### config.mk
export PLATFORM = sky130hd
export DESIGN_NAME = ka_gf2_mul_seq
export DESIGN_NICKNAME = d
export VERILOG_FILES = /design/src/rtl/ka_gf2_mul_seq.sv
export SDC_FILE = /design/constraint.sdc
export NUM_CORES = 2
export LEC_CHECK = 0
export CAP_MARGIN = 0
export CELL_PAD_IN_SITES_DETAIL_PLACEMENT = 1
export CELL_PAD_IN_SITES_GLOBAL_PLACEMENT = 1
export CORE_MARGIN = 4
export CORE_UTILIZATION = 29
export CTS_CLUSTER_DIAMETER = 150
export CTS_CLUSTER_SIZE = 30
export DETAILED_ROUTE_END_ITERATION = 10
export GPL_TIMING_DRIVEN = 0
export PLACE_DENSITY_LB_ADDON = 0.12
export REMOVE_ABC_BUFFERS = 1
export SETUP_SLACK_MARGIN = 0.5
export SLEW_MARGIN = 20
export SYNTH_ARGS = -nofsm -noshare
export SYNTH_HDL_FRONTEND = slang
export SYNTH_SLANG_ARGS = --single-unit
### constraint.sdc
create_clock -name clk -period 22.8 [get_ports clk]
set_input_delay 3.42 -clock clk [delete_from_list [all_inputs] [get_ports clk]]
set_output_delay 3.42 -clock clk [all_outputs]
set_load 0.05 [all_outputs]
### src/rtl/ka_gf2_mul_seq.sv
// Multi-cycle Karatsuba carry-less multiplier over GF(2).
// One shared N/2 clmul, optional two-fold reduction mod x^N+POLY.
module ka_gf2_mul_seq #(
  parameter int         N    = 64,
  parameter logic [N-1:0] POLY = 'h1B
) (
  input  logic           clk,
  input  logic           rst,
  input  logic           in_valid,
  output logic           in_ready,
  input  logic [N-1:0]   a,
  input  logic [N-1:0]   b,
  input  logic           reduce,
  output logic           out_valid,
  input  logic           out_ready,
  output logic [2*N-2:0] y,
  output logic           busy
);

  localparam int H = N / 2;
  localparam int P = N - 1;
  localparam int W = 2 * N - 1;

  typedef enum logic [2:0] {
    IDLE,
    MUL_LO,
    MUL_HI,
    MUL_MID,
    COMBINE,
    FOLD1,
    FOLD2,
    DONE
  } state_t;

  state_t state_q, state_d;

  logic [N-1:0] a_q, b_q;
  logic         reduce_q;
  logic [P-1:0] p_lo, p_hi, p_mid;
  logic [W-1:0] r_q;

  logic [H-1:0] mx, mz;
  logic [P-1:0] pm;
  logic [P-1:0] m;

  function automatic logic [P-1:0] clmul_h(
    input logic [H-1:0] x,
    input logic [H-1:0] z
  );
    logic [P-1:0] acc;
    acc = '0;
    for (int i = 0; i < H; i++)
      if (x[i]) acc = acc ^ (P'(z) << i);
    return acc;
  endfunction

  // x^N == POLY, so the upper half folds back as hi*POLY
  function automatic logic [W-1:0] fold(
    input logic [W-1:0] v
  );
    logic [W-1:0] acc;
    acc = W'(v[N-1:0]);
    for (int i = 0; i < N; i++)
      if (POLY[i]) acc = acc ^ (W'(v[W-1:N]) << i);
    return acc;
  endfunction

  always_comb begin
    mx = '0;
    mz = '0;
    unique case (state_q)
      MUL_LO: begin
        mx = a_q[H-1:0];
        mz = b_q[H-1:0];
      end
      MUL_HI: begin
        mx = a_q[N-1:H];
        mz = b_q[N-1:H];
      end
      MUL_MID: begin
        mx = a_q[H-1:0] ^ a_q[N-1:H];
        mz = b_q[H-1:0] ^ b_q[N-1:H];
      end
      default: ;
    endcase
  end

  assign pm = clmul_h(mx, mz);
  assign m  = p_lo ^ p_hi ^ p_mid;

  always_comb begin
    state_d   = state_q;
    in_ready  = 1'b0;
    out_valid = 1'b0;
    unique case (state_q)
      IDLE: begin
        in_ready = 1'b1;
        if (in_valid) state_d = MUL_LO;
      end
      MUL_LO:  state_d = MUL_HI;
      MUL_HI:  state_d = MUL_MID;
      MUL_MID: state_d = COMBINE;
      COMBINE: state_d = reduce_q ? FOLD1 : DONE;
      FOLD1:   state_d = FOLD2;
      FOLD2:   state_d = DONE;
      DONE: begin
        out_valid = 1'b1;
        if (out_ready) state_d = IDLE;
      end
      default: state_d = IDLE;
    endcase
  end

  assign busy = (state_q != IDLE);
  assign y    = r_q;

  always_ff @(posedge clk or posedge rst) begin
    if (rst) begin
      state_q  <= IDLE;
      a_q      <= '0;
      b_q      <= '0;
      reduce_q <= 1'b0;
      p_lo     <= '0;
      p_hi     <= '0;
      p_mid    <= '0;
      r_q      <= '0;
    end else begin
      state_q <= state_d;
      unique case (state_q)
        IDLE: begin
          if (in_valid) begin
            a_q      <= a;
            b_q      <= b;
            reduce_q <= reduce;
          end
        end
        MUL_LO:  p_lo  <= pm;
        MUL_HI:  p_hi  <= pm;
        MUL_MID: p_mid <= pm;
        COMBINE: begin
          r_q <= W'(p_lo) ^ (W'(m) << H) ^ (W'(p_hi) << N);
        end
        FOLD1:   r_q <= fold(r_q);
        FOLD2:   r_q <= fold(r_q);
        default: ;
      endcase
    end
  end

endmodule

==> flow_summary.toml <==
[critical_path]
crit_path_end_kind = "output pin"
ff2ff_setup_slack_ns = 17.30
critPathKind = "reg -> out"
reg2reg_depth = 11
timing.rr.end = "p_lo[33]$_DFFE_PP0N_"
reg2reg_from = "state_q[2]$_DFFE_PP0P_"
cp-start-kind = "flop"
crit_arrival_ns = 3.13
required_ns = 19.38
worstPathMaxFanout = 69

[yosys]
ys.flop_type = "dfrtp_1"
seq_area_frac_synth = 0.3063
netlist_top_cells_count = "1314 x nand2_1, 810 x xnor2_1, 448 x dfrtp_1"
avgSynthCellArea_um2 = 8.627
synth-seq-cells = 448
yosys_warnings = 0
synthMostInstantiatedCell = "nand2_1"
synth-edff-count = 0
yosysUniqueCellTypes = 38
synthTopCellsByArea = "dfrtp_1 31%, xnor2_1 19%, nand2_1 13%"
synth-async-reset-ratio = 1.000
synth_top_cell_area_share = 0.3063
synth_top_cell_by_area = "dfrtp_1"
synthCells = 4242
netlist_area_um2 = 36600

[floorplanning]
core_area_um2 = 125400
ios = 263
die_y_um = 363.2
initial_core_util = 0.2918
rows = 130
fp.dieArea_um2 = 131900
die_w_um = 363.2

[power_and_ir_drop]
vdd_drop_max_uv = 73.07
leakage_uw = 0.01619
power.density_nw_per_um2 = 156.5

[route]
drcViolationCount = 0
viasPerCell = 4.994
wl_per_cell_um = 24.80
finalWirelength_um = 146700
num_vias = 29535
drtPass1Iterations = 5
dr.first_iter.drc_count = 1846
ant_nets = 0

[sta]
tightest_slew_ns = 1.224
timing.fmax_mhz = 152.6
slew_viol_final = 0
finalClockSkew_ns = 0.03385
slew_headroom = 0.1778
finalHoldViolCount = 0
setup_viol = 0
rsz0062_at_grt = "no"
finalCritPeriodShare = 0.2874
fin_crit_ns = 6.553
finalWorstSetupSlack_ns = 16.25

[place]
pre_cts_ws_ns = 16.89
gp_congestion = 0.7618
dp_cells = 5884
port_buffers = 262
hpwl_um = 102200

[clock_tree]
cts.htree.levels = 1
clock_sinks = 448
clk_pin_slew_ns = 0.12
cts_buffers = 20
cts_tree = "yes"
post_cts_buffers = 0
clk_latency_ns = 0.63
cts_resized = 0
ctsHoldBuffers = 0
clock_path_buffers = 3
cts_root_buf = "clkbuf_16"

[job]
max_cap_viol_count = 0

[layout]
stdcell_count = 5914
drive_gt1_frac = 0.08630
antenna_cells = 0
fin_nets = 4389
area_growth_pct = 15.19

[status]
status = "complete, no violations"

[global_route]
antenna_found_initial = 3
grt_max_degree = 161
first_global_vias = 30734
grt_first_pass_wirelength_um = 216200
use_met1 = 0.2968
grt_busiest_layer = "met2"
use_met2 = 0.3751
use_met3 = 0.02073
grtUsageTotal = 0.2189
grt-ovfl-total = 0

[min_path]
min_from = "p_hi[10]$_DFFE_PP0N_"
min_path_type = "reg -> reg"
worstHoldEndpoint = "p_hi[10]$_DFFE_PP0N_"
min_path_cells = 2
registers in the layout, indices dropped and copies added (netlist names):
register	count
a_q	64
b_q	64
p_hi	63
p_lo	63
p_mid	63
reduce_q	1
state_q	3
y	127
layer usage:
layer | wire [µm] | vias up
met1 | 67110 | 15068
li1 | - | 13618
met2 | 69500 | 676
met5 | 0 | -
met3 | 6076 | 173
met4 | 3989 | 0
cell type report:
cell class	count	area, µm²
repair buffers	342	4524
fillers	14593	83250
flip-flops and latches	448	11220
multi-input cells	3431	23620
inverters	13	66.31
clock buffers	24	556.8
clock inverters	6	96.34
well taps	1650	2064
worst max-delay path, stage by stage (launching register included):
cell             delay [ns]
dfrtp_4                0.62
buf_12                 0.22
buf_12                 0.19
inv_8                  0.44
nor2_1                 0.12
clkdlybuf4s50_1        0.73
cell usage in the layout, fill, tap and decap left out, types with 61 or more instances in the layout:
master              n
nand3_1           103
mux2_2            134
clkdlybuf4s50_1   262
xnor2_1           809
a21oi_1            98
a22o_1             66
dfrtp_1           445
nand2_1          1312
xnor3_1           126
xor2_1            234
o21ai_1            61
o21ai_0           214
logic make-up (layout without fill, tap and decap cells):
kind of cell    Yosys count  count (layout)  synth area share
simple gates           1547            1547            0.1688
xor+xnor               1202            1202            0.3414
compound gates          548             548           0.08907
flops                   448             448            0.3063
buf+inv                 363             385           0.05313
mux                     134             134           0.04123
through the flow:
stage                 util  cell area, µm²  TNS (ns)  hold slack, ns  total power [µW]
floorplan                -           34700         0          0.4689              4119
global placement    0.3141           39390   -237.48          0.4804              5855
detailed placement  0.3309           41500         0          0.4897              6154
CTS                 0.3361           42150         0          0.5132              6663
global route        0.3361           42150         0          0.5298              7000
finish              0.3361           42150         0          0.5057              6598
report_power, final:
part	total [µW]	switching (µW)	internal (µW)	leakage [µW]
sequential	1420	313	1110	0.00588
clock	486	294	192	0.000318
combinational	4690	3010	1680	0.00999
worst max path at each step:
stage | start | to | slack, ns | cells after the start
after floorplan | rst | a_q[0]$_DFFE_PP0P_ | 6.89 | 1
after global placement | rst | a_q[26]$_DFFE_PP0P_ | -0.64 | 2
after detailed placement | state_q[2]$_DFFE_PP0P_ | out_valid | 16.89 | 5
after CTS | state_q[2]$_DFFE_PP0P_ | out_valid | 16.16 | 5
after global routing | state_q[2]$_DFFE_PP0P_ | out_valid | 16.14 | 5
final | state_q[2]$_DFFE_PP0P_ | out_valid | 16.25 | 5
Note: power is estimated with default switching activity, not from simulation.
